===== config.mk =====
export PLATFORM = sky130hd
export DESIGN_NAME = spi_master_w_cs
export DESIGN_NICKNAME = d
export VERILOG_FILES = /design/src/rtl/spi_pkg.sv /design/src/rtl/spi_master_byte.sv /design/src/rtl/spi_master_w_cs.sv
export SDC_FILE = /design/constraint.sdc
export NUM_CORES = 1
export LEC_CHECK = 0
export CAP_MARGIN = 25
export CORE_ASPECT_RATIO = 1.25
export CORE_UTILIZATION = 40
export DETAILED_ROUTE_END_ITERATION = 8
export PLACE_DENSITY_LB_ADDON = 0.1
export SETUP_SLACK_MARGIN = 0.02
export SLEW_MARGIN = 20
export SYNTH_ARGS = -nofsm -noshare
export SYNTH_HDL_FRONTEND = slang
export SYNTH_SLANG_ARGS = --single-unit

===== constraint.sdc =====
create_clock -name clk -period 1.9 [get_ports clk]
set_clock_uncertainty 0.2 [all_clocks]
set_input_delay 0.285 -clock clk [delete_from_list [all_inputs] [get_ports clk]]
set_output_delay 0.285 -clock clk [all_outputs]
set_load 0.01 [all_outputs]

===== src/rtl/spi_pkg.sv =====
// Shared types and SPI mode decoding for the chip-select SPI master.
package spi_pkg;

  typedef enum logic [1:0] {
    IDLE,
    TRANSFER,
    CS_INACTIVE
  } cs_state_t;

  function automatic logic cpol(input int unsigned mode);
    return mode[1];
  endfunction

  function automatic logic cpha(input int unsigned mode);
    return mode[0];
  endfunction

endpackage


===== src/rtl/spi_master_byte.sv =====
// Single-byte SPI engine: SCK generation, MSB-first MOSI shift and MISO capture.
module spi_master_byte
  import spi_pkg::*;
#(
  parameter int unsigned SPI_MODE          = 3,
  parameter int unsigned CLKS_PER_HALF_BIT = 2
) (
  input  logic       clk,
  input  logic       rst,
  input  logic       tx_dv_i,
  input  logic [7:0] tx_byte_i,
  input  logic       miso_i,
  output logic       sck_o,
  output logic       mosi_o,
  output logic       rx_dv_o,
  output logic [7:0] rx_byte_o,
  output logic       done_o
);

  localparam logic        CPOL = cpol(SPI_MODE);
  localparam logic        CPHA = cpha(SPI_MODE);
  localparam int unsigned HW   = $clog2(CLKS_PER_HALF_BIT);

  logic [4:0]    edges_q, edges_d;
  logic [HW-1:0] half_q, half_d;
  logic [7:0]    tx_q, tx_d;
  logic [6:0]    rx_q, rx_d;
  logic [7:0]    rx_byte_q, rx_byte_d;
  logic          sck_q, sck_d;
  logic          mosi_q, mosi_d;
  logic          rx_dv_q, rx_dv_d;
  logic          done_q, done_d;
  logic          sck_edge, leading, drive_edge, sample_edge;

  always_ff @(posedge clk) begin
    if (rst) begin
      edges_q   <= '0;
      half_q    <= '0;
      tx_q      <= '0;
      rx_q      <= '0;
      rx_byte_q <= '0;
      sck_q     <= CPOL;
      mosi_q    <= 1'b0;
      rx_dv_q   <= 1'b0;
      done_q    <= 1'b0;
    end else begin
      edges_q   <= edges_d;
      half_q    <= half_d;
      tx_q      <= tx_d;
      rx_q      <= rx_d;
      rx_byte_q <= rx_byte_d;
      sck_q     <= sck_d;
      mosi_q    <= mosi_d;
      rx_dv_q   <= rx_dv_d;
      done_q    <= done_d;
    end
  end

  // edges_q counts remaining SCK edges; an even count means the next edge is leading
  always_comb begin
    edges_d     = edges_q;
    half_d      = half_q;
    tx_d        = tx_q;
    rx_d        = rx_q;
    rx_byte_d   = rx_byte_q;
    sck_d       = sck_q;
    mosi_d      = mosi_q;
    rx_dv_d     = 1'b0;
    done_d      = 1'b0;
    sck_edge    = (edges_q != 5'd0) && (half_q == HW'(CLKS_PER_HALF_BIT - 1));
    leading     = ~edges_q[0];
    drive_edge  = CPHA ? leading : (!leading && edges_q != 5'd1);
    sample_edge = CPHA ? !leading : leading;

    if (tx_dv_i) begin
      edges_d = 5'd16;
      half_d  = '0;
      if (CPHA) begin
        tx_d = tx_byte_i;
      end else begin
        mosi_d = tx_byte_i[7];
        tx_d   = {tx_byte_i[6:0], 1'b0};
      end
    end else if (edges_q != 5'd0) begin
      if (sck_edge) begin
        half_d  = '0;
        edges_d = edges_q - 5'd1;
        sck_d   = ~sck_q;
        if (drive_edge) begin
          mosi_d = tx_q[7];
          tx_d   = {tx_q[6:0], 1'b0};
        end
        if (sample_edge) begin
          rx_d = {rx_q[5:0], miso_i};
          if (edges_q == (CPHA ? 5'd1 : 5'd2)) begin
            rx_byte_d = {rx_q, miso_i};
            rx_dv_d   = 1'b1;
          end
        end
        if (edges_q == 5'd1) done_d = 1'b1;
      end else begin
        half_d = half_q + HW'(1);
      end
    end
  end

  assign sck_o     = sck_q;
  assign mosi_o    = mosi_q;
  assign rx_dv_o   = rx_dv_q;
  assign rx_byte_o = rx_byte_q;
  assign done_o    = done_q;

endmodule


===== src/rtl/spi_master_w_cs.sv =====
// SPI master with automatic active-low chip select spanning a programmed byte burst.
module spi_master_w_cs
  import spi_pkg::*;
#(
  parameter int unsigned SPI_MODE          = 3,
  parameter int unsigned CLKS_PER_HALF_BIT = 2,
  parameter int unsigned MAX_BYTES_PER_CS  = 2,
  parameter int unsigned CS_INACTIVE_CLKS  = 1
) (
  input  logic                                  clk,
  input  logic                                  rst,
  input  logic [$clog2(MAX_BYTES_PER_CS+1)-1:0] i_MOSI_Count,
  input  logic [7:0]                            i_MOSI_Byte,
  input  logic                                  i_MOSI_DV,
  output logic                                  o_MOSI_Ready,
  output logic [$clog2(MAX_BYTES_PER_CS+1)-1:0] o_MISO_Count,
  output logic                                  o_MISO_DV,
  output logic [7:0]                            o_MISO_Byte,
  output logic                                  SCK,
  input  logic                                  MISO,
  output logic                                  MOSI,
  output logic                                  CS_L
);

  localparam int unsigned CW = $clog2(MAX_BYTES_PER_CS + 1);
  localparam int unsigned IW = $clog2(CS_INACTIVE_CLKS + 1);

  cs_state_t     state_q, state_d;
  logic [CW-1:0] remaining_q, remaining_d;
  logic [CW-1:0] miso_count_q, miso_count_d;
  logic [IW-1:0] inact_q, inact_d;
  logic          cs_l_q, cs_l_d;
  logic          ready_q, ready_d;
  logic          accept, byte_done, rx_dv;

  assign accept = i_MOSI_DV & ready_q;

  spi_master_byte #(
    .SPI_MODE          (SPI_MODE),
    .CLKS_PER_HALF_BIT (CLKS_PER_HALF_BIT)
  ) u_byte (
    .clk       (clk),
    .rst       (rst),
    .tx_dv_i   (accept),
    .tx_byte_i (i_MOSI_Byte),
    .miso_i    (MISO),
    .sck_o     (SCK),
    .mosi_o    (MOSI),
    .rx_dv_o   (rx_dv),
    .rx_byte_o (o_MISO_Byte),
    .done_o    (byte_done)
  );

  always_ff @(posedge clk) begin
    if (rst) begin
      state_q      <= IDLE;
      remaining_q  <= '0;
      miso_count_q <= '0;
      inact_q      <= '0;
      cs_l_q       <= 1'b1;
      ready_q      <= 1'b0;
    end else begin
      state_q      <= state_d;
      remaining_q  <= remaining_d;
      miso_count_q <= miso_count_d;
      inact_q      <= inact_d;
      cs_l_q       <= cs_l_d;
      ready_q      <= ready_d;
    end
  end

  // Burst sequencing; a zero count opens a one-byte burst
  always_comb begin
    state_d     = state_q;
    remaining_d = remaining_q;
    inact_d     = inact_q;
    cs_l_d      = cs_l_q;
    ready_d     = ready_q;

    case (state_q)
      IDLE: begin
        cs_l_d  = 1'b1;
        ready_d = 1'b1;
        if (accept) begin
          remaining_d = (i_MOSI_Count == '0) ? '0 : i_MOSI_Count - CW'(1);
          cs_l_d      = 1'b0;
          ready_d     = 1'b0;
          state_d     = TRANSFER;
        end
      end
      TRANSFER: begin
        cs_l_d = 1'b0;
        if (accept) begin
          remaining_d = remaining_q - CW'(1);
          ready_d     = 1'b0;
        end else if (byte_done) begin
          if (remaining_q != '0) begin
            ready_d = 1'b1;
          end else begin
            cs_l_d  = 1'b1;
            ready_d = 1'b0;
            inact_d = '0;
            state_d = CS_INACTIVE;
          end
        end
      end
      CS_INACTIVE: begin
        cs_l_d  = 1'b1;
        ready_d = 1'b0;
        if (inact_q == IW'(CS_INACTIVE_CLKS - 1)) begin
          ready_d = 1'b1;
          state_d = IDLE;
        end else begin
          inact_d = inact_q + IW'(1);
        end
      end
      default: begin
        cs_l_d  = 1'b1;
        ready_d = 1'b0;
        state_d = IDLE;
      end
    endcase
  end

  always_comb begin
    miso_count_d = miso_count_q;
    if (cs_l_d) miso_count_d = '0;
    else if (rx_dv) miso_count_d = miso_count_q + CW'(1);
  end

  assign o_MOSI_Ready = ready_q;
  assign o_MISO_Count = miso_count_q;
  assign o_MISO_DV    = rx_dv;
  assign CS_L         = cs_l_q;

endmodule


==> qor.csv, run 1 <==
stage,metric,value,unit
timing,setup TNS,0,ns
floorplanning,Rows,27,
timing,worst slew pin tran,0.390,ns
global_routing,largest net degree at the start of global routing,30,
pwr,Int Pwr,0.00146,W
clock_network,Clock Tree Root,clkbuf_8,
run_status,outcome,completed,
final_layout,number of diodes,0,
setup_path,R2R Path End,u_byte.rx_byte_o[3]$_SDFFE_PP0P_,
floorplanning,Initial Util,0.417,
final_layout,fraction of layout cells with a size suffix above 1,0.134,
logic_synthesis,"Net Count, Synth",223,
drt,wire length per cell,13.5,µm
final_layout,Layout Cells excl Fill,297,
final_layout,Final nets,256,
timing,Final Max Slew Viols,0,
setup_path,CP cell instances,inv_4 > ha_1 > or4b_4 > nor4_4 > buf_12 > mux2i_1,
floorplanning,area of the core,0.00443,mm²
timing,Final min period,1.85,ns
timing,final critical-path share of the clock period,0.972,
floorplanning,Die H,77.9,µm
setup_path,critical path arrival,1.87,ns
timing,final setup vio count,0,
placement,dpl ws,-0.0911,ns
global_routing,first-pass GRT wire length,6780,µm
global_routing,initial antenna violation count,0,
timing,RSZ-0062 raised after global routing,yes,
logic_synthesis,Mapped Cells,205,
worst_hold_path,hold depth,2,
placement,DP Cell Count,287,
pwr,P per Cell Area,825,mW/mm²
global_routing,gr usage total,0.172,
timing,achievable clock frequency,0.542,GHz
logic_synthesis,cell area after synthesis,0.00184,mm²
placement,DP HPWL,2830,µm
logic_synthesis,Yosys Warn Count,0,
clock_network,clock tree buffer depth,2,
drt,total wire length,4020,µm
clock_network,H-tree Lvls,2,
clock_network,clock latency at the later pin of the worst-skew pair,0.29,ns
drt,DR vias,1600,
floorplanning,die area,0.00489,mm²
drt,antenna-violating nets left,0,
pwr,sequential share of power,0.466,
final_layout,"commonest non-fill, non-tap cell in the layout",dfxtp_1,
setup_path,CP required,1.92,ns
logic_synthesis,"FF+latch count, synth",41,
drt,Initial DRC Count,73,
global_routing,vias in the first global route,1547,
setup_path,R2R setup slack,0.05,ns
final_layout,highest-count cells in the layout ignoring fill and taps,"dfxtp_1 (39), clkdlybuf4s50_1 (28), nand2b_1 (19)",
placement,Placer Congestion,0.760,
setup_path,CP startpoint kind,flop,
timing,slew margin rel.,0.738,
pwr,sw power,0.000530,W
timing,Final WS setup,0.0537,ns
clock_network,Num CTS Buffers,5,
logic_synthesis,post-synthesis cell type count,37,
drt,Residual DRC,0,
clock_network,CTS tree,built,
pwr,Clk pwr share,0.367,
logic_synthesis,Mean Syn Cell Area,9.00,µm²
timing,Fin. Hold Viols,0,
placement,I/O Buffers,28,
setup_path,R2R cell count,6,
setup_path,crit path from,u_byte.edges_q[1]$_SDFFE_PP0N_,
floorplanning,Die Width,62.7,µm
setup_path,worst-path maximum fanout,8,
logic_synthesis,sequential area share after synthesis,0.445,
pwr,VDD IR max,0.366,mV
final_layout,area delta synth->final,31.0,%
setup_path,FF-to-FF Start,u_byte.edges_q[1]$_SDFFE_PP0N_,
worst_hold_path,worst-case hold path end point,u_byte.rx_byte_o[5]$_SDFFE_PP0P_,
worst_hold_path,hold_sp,u_byte.rx_byte_o[5]$_SDFFE_PP0P_,
setup_path,worst stage delay on the critical path,0.49,ns
pwr,P_leak,0.810,nW
pwr,switching share of power,0.266,
setup_path,slowest cell on the critical path,or4b_4,
drt,vias per cell,5.39,
global_routing,grt ovf,0,
clock_network,CTS Sinks,41,
pwr,Comb power frac,0.167,
drt,First-pass DRT Iterations,4,
run,# Max-Cap Violations,0,
worst_hold_path,Hold Path Class,reg2reg,
floorplanning,Ports,29,
clock_network,Worst-path clk slew,0.08,ns
setup_path,CP endpoint kind,flop,
setup_path,WS Path Type,reg2reg,
[how the worst max path moves through the flow]
| stage | to | slack [ns] | cells after the start |
|---|---|---|---|
| 5_1_grt | u_byte.rx_byte_o[5]$_SDFFE_PP0P_ | -0.02 | 7 |
| 3_3_place_gp | u_byte.rx_byte_o[2]$_SDFFE_PP0P_ | -0.04 | 5 |
| 6_report | u_byte.rx_byte_o[3]$_SDFFE_PP0P_ | 0.05 | 6 |
| 2_1_floorplan | u_byte.rx_byte_o[0]$_SDFFE_PP0P_ | -0.01 | 5 |
| 4_1_cts | u_byte.rx_byte_o[3]$_SDFFE_PP0P_ | 0.03 | 6 |
| 3_5_place_dp | u_byte.rx_byte_o[3]$_SDFFE_PP0P_ | -0.09 | 5 |
[flip-flops by register name, indices dropped and copies added, names as in the netlist]
signal	flops
u_byte.rx_byte_o	8
state_q	2
u_byte.edges_q	5
u_byte.mosi_o	1
o_MISO_Count	2
u_byte.half_q	1
u_byte.rx_q	7
CS_L	1
u_byte.rx_dv_o	1
remaining_q	2
u_byte.tx_q	8
u_byte.sck_o	1
u_byte.done_o	1
o_MOSI_Ready	1
[cells by family (layout without fill, tap and decap cells)]
kind of cell | Yosys count | in the layout | synth area share
compound gates | 50 | 50 | 0.175
xor+xnor | 2 | 2 | 0.00950
fa+ha+maj | 4 | 4 | 0.0271
buf+inv | 24 | 58 | 0.0495
flops | 41 | 41 | 0.445
mux | 9 | 9 | 0.0488
simple gates | 75 | 75 | 0.245
[repair_timing]
item / CTS / global route
buffers inserted: 1 / 1
pin swaps: 0 / 1
hold buffers: 0 / 0
cloned: 0 / 0
setup endpoints to repair: 3 / 11
resized for setup: 1 / 5
[per-layer routing]
layer / part of all wire / GRT usage / vias up
met5: 0 / 0 / -
met4: 0.011 / 0.0488 / 0
met3: 0.033 / 0.0353 / 6
met2: 0.49 / 0.322 / 37
met1: 0.46 / 0.194 / 749
li1: - / - / 808
[stage by stage]
stage,instance area (µm²),util,power (W),hold slack (ns)
after global routing,2420,0.546,0.00208,0.295
after CTS,2400,0.541,0.00201,0.279
final,2420,0.546,0.00199,0.277
after floorplan,1870,-,0.00116,0.221
after global placement,2270,0.512,0.00126,0.257
after detailed placement,2270,0.512,0.00127,0.266
[final cells by class]
type | instances | area (µm²)
Sequential cell | 41 | 826
Inverter | 8 | 32.5
Multi-Input combinational cell | 140 | 955
Timing Repair Buffer | 42 | 410
Fill cell | 416 | 2010
Clock buffer | 6 | 82.6
Tap cell | 58 | 72.6
Clock inverter | 2 | 37.5
[cells in the mapped netlist (all sizes together)]
master	n	area, µm²
mux2i	9	90.1
a21oi	15	75.1
a21boi	1	7.51
a211oi	3	22.5
o31a	1	8.76
o211ai	2	15.0
nor2b	1	6.26
inv	8	30.0
or3	1	6.26
nor4	3	33.8
nor4bb	1	10.0
dfxtp	41	821
nand4	8	50.1
xnor2	1	8.76
and3b	1	8.76
ha	4	50.1
o31ai	9	67.6
nor3b	3	22.5
buf	1	5.00
a31oi	1	6.26
a311oi	8	70.1
nor2	15	56.3
nand3	7	35.0
xor2	1	8.76
nand2	7	26.3
or4b	2	23.8
o21ai	10	50.1
nand2b	19	119
nand4b	1	8.76
nor3	2	10.0
nor4b	1	15.0
clkbuf	15	56.3
or4	1	7.51
and2	2	12.5
[power by group through the flow]
stage	registers [W]	clock network [W]	logic [W]
2_1_floorplan	0.000936	0	0.000222
3_3_place_gp	0.000946	0	0.000317
3_5_place_dp	0.000949	0	0.000323
4_1_cts	0.000929	0.000754	0.000327
5_1_grt	0.000935	0.000782	0.000365
6_report	0.000930	0.000732	0.000332
[critical path: cells and delay by family (launching register included)]
family	cells	cell delay, ns
flip-flops	1	0.36
AND/OR/NAND/NOR	2	0.69
multiplexers	1	0.17
adder cells (fa/ha/maj)	1	0.12
buffers and inverters	2	0.23
No activity file was read; power rests on OpenSTA's default activity.
==> run 2: changes to the inputs <==
--- a/config.mk
+++ b/config.mk
@@ -9,7 +9,7 @@
 export CORE_ASPECT_RATIO = 1.25
 export CORE_UTILIZATION = 40
 export DETAILED_ROUTE_END_ITERATION = 8
-export PLACE_DENSITY_LB_ADDON = 0.1
+export PLACE_DENSITY = 0.64
 export SETUP_SLACK_MARGIN = 0.02
 export SLEW_MARGIN = 20
 export SYNTH_ARGS = -nofsm -noshare
==> run 2 against run 1 <==
  * Hold slack worse by 0.0040 ns
  * Count of clock-buffer cells in the layout rose by 1
  * Cell area up 0.88%
  * Largest power group unchanged
  * Critical path depth shrank 1
  * Flip-flop and latch count stayed put
  * Via count grew 0.88%
  * Global-route usage is 0.40 points higher
  * Power is 0.49% higher
==> qor.csv, run 2 (synthesized netlist as in run 1, its figures left out) <==
stage,metric,value,unit
final_layout,number of diodes,0,
placement,DP HPWL,2460,µm
clock_network,Num CTS Buffers,5,
clock_network,H-tree Lvls,2,
placement,dpl ws,-0.0807,ns
setup_path,Top delay family on crit path,simple AND/OR/NAND/NOR gates,
final_layout,Final nets,260,
timing,final setup vio count,0,
final_layout,"commonest non-fill, non-tap cell in the layout",dfxtp_1,
setup_path,Crit path buffers/inverters,2,
setup_path,CP required,1.89,ns
clock_network,clock latency at the later pin of the worst-skew pair,0.29,ns
global_routing,initial antenna violation count,0,
floorplanning,Initial Util,0.417,
clock_network,cts hold-fix bufs,0,
clock_network,Worst-path clk slew,0.08,ns
floorplanning,Die Width,62.7,µm
drt,DRT met1 WL,2010,µm
clock_network,CTS Sinks,41,
timing,achievable clock frequency,0.556,GHz
setup_path,slowest cell on the critical path,or4b_4,
timing,Final min period,1.80,ns
drt,Initial DRC Count,107,
global_routing,gr usage total,0.176,
run,# Max-Cap Violations,0,
drt,wire length per cell,13.4,µm
timing,Final WS setup,0.101,ns
floorplanning,Rows,27,
drt,total wire length,4020,µm
final_layout,area delta synth->final,32.2,%
drt,met2 WL post-DR,1820,µm
placement,I/O Buffers,28,
pwr,P_leak,0.829,nW
timing,worst slew pin tran,0.371,ns
pwr,VDD IR max,0.612,mV
drt,top sig layer,met4,
clock_network,CTS tree,built,
setup_path,WS Path Type,reg2reg,
setup_path,worst stage delay on the critical path,0.51,ns
global_routing,vias in the first global route,1476,
clock_network,Clock Tree Root,clkbuf_8,
drt,DR vias,1614,
pwr,P per Cell Area,822,mW/mm²
floorplanning,die area,0.00489,mm²
placement,Placer Congestion,0.707,
floorplanning,Die H,77.9,µm
timing,setup TNS,0,ns
final_layout,# fillers,429,
drt,met3 wire len,153,µm
timing,RSZ-0062 raised after global routing,yes,
drt,Residual DRC,0,
drt,vias per cell,5.36,
drt,antenna-violating nets left,0,
setup_path,worst-path maximum fanout,6,
setup_path,critical path arrival,1.79,ns
final_layout,highest-count cells in the layout ignoring fill and taps,"dfxtp_1 (37), clkdlybuf4s50_1 (28), nand2b_1 (19)",
timing,final critical-path share of the clock period,0.947,
placement,DP Cell Count,289,
worst_hold_path,Hold Path Class,reg2reg,
global_routing,grt ovf,0,
setup_path,CP cell instances,inv_1 > ha_2 > buf_4 > or4b_4 > a311oi_1,
global_routing,largest net degree at the start of global routing,33,
setup_path,CP endpoint kind,flop,
timing,slew margin rel.,0.753,
global_routing,first-pass GRT wire length,6800,µm
setup_path,CP startpoint kind,flop,
timing,Final Max Slew Viols,0,
floorplanning,Ports,29,
final_layout,fraction of layout cells with a size suffix above 1,0.148,
timing,Fin. Hold Viols,0,
final_layout,Layout Cells excl Fill,301,
run_status,outcome,completed,
floorplanning,area of the core,0.00443,mm²
drt,First-pass DRT Iterations,4,
clock_network,clock tree buffer depth,2,
-- run 2: repair_timing --
item	CTS	global route
buffers inserted	1	1
endpoints found under the hold margin	0	0
pin swaps	0	0
endpoints found under the setup margin	7	5
cloned	1	1
gates resized for setup	1	5
-- run 2: cell type report --
class                           instances  area, µm²  share of cell area
Multi-Input combinational cell        142        980               0.402
Sequential cell                        41        826               0.339
Timing Repair Buffer                   44        413               0.169
Clock buffer                            7       86.3              0.0354
Tap cell                               58       72.6              0.0298
Clock inverter                          1       30.0              0.0123
Inverter                                8       30.0              0.0123
-- run 2: final timing paths --
path	start	endpoint	slack, ns	cells after the start
setup / recovery	u_byte.edges_q[0]$_SDFFE_PP0N_	u_byte.edges_q[1]$_SDFFE_PP0N_	0.10	5
setup reg to reg	u_byte.edges_q[0]$_SDFFE_PP0N_	u_byte.edges_q[1]$_SDFFE_PP0N_	0.10	5
hold / removal	u_byte.rx_q[6]$_SDFFE_PP0P_	u_byte.rx_q[6]$_SDFFE_PP0P_	0.27	2
hold reg to reg	u_byte.rx_q[6]$_SDFFE_PP0P_	u_byte.rx_q[6]$_SDFFE_PP0P_	0.27	2
-- run 2: metrics by stage --
step / cell area [µm²] / power (W) / utilization / hold WS, ns
floorplan: 1870 / 0.00116 / - / 0.221
global placement: 2270 / 0.00126 / 0.513 / 0.255
detailed placement: 2270 / 0.00126 / 0.513 / 0.261
CTS: 2410 / 0.00201 / 0.544 / 0.274
global route: 2440 / 0.00211 / 0.551 / 0.302
finish: 2440 / 0.00200 / 0.551 / 0.273
-- run 2: worst register-to-register path, delay by kind of cell (launching register included) --
family	cells	cell delay, ns
flops	1	0.33
compound gates	1	0.28
simple gates	1	0.51
fa+ha+maj	1	0.18
buf+inv	2	0.20
-- run 2: report_power, final --
part / switching (W) / leakage, nW / internal, W
Combinational: 0.000194 / 0.435 / 0.000160
Clock: 0.000289 / 0.0585 / 0.000428
Sequential: 0.0000383 / 0.335 / 0.000894
Total: 0.000522 / 0.829 / 0.00148
-- run 2: routing by layer --
layer,global-route usage,vias to the layer above
li1,-,822
met3,0.0500,5
met2,0.264,39
met5,0,-
met1,0.237,748
met4,0.0698,0
==> run 3: changes to the inputs <==
--- a/config.mk
+++ b/config.mk
@@ -11,7 +11,6 @@
 export DETAILED_ROUTE_END_ITERATION = 8
 export PLACE_DENSITY = 0.64
 export SETUP_SLACK_MARGIN = 0.02
-export SLEW_MARGIN = 20
 export SYNTH_ARGS = -nofsm -noshare
 export SYNTH_HDL_FRONTEND = slang
 export SYNTH_SLANG_ARGS = --single-unit
==> results of run 3 <==
The final DEF is identical to that of run 2; final timing and power are the same.
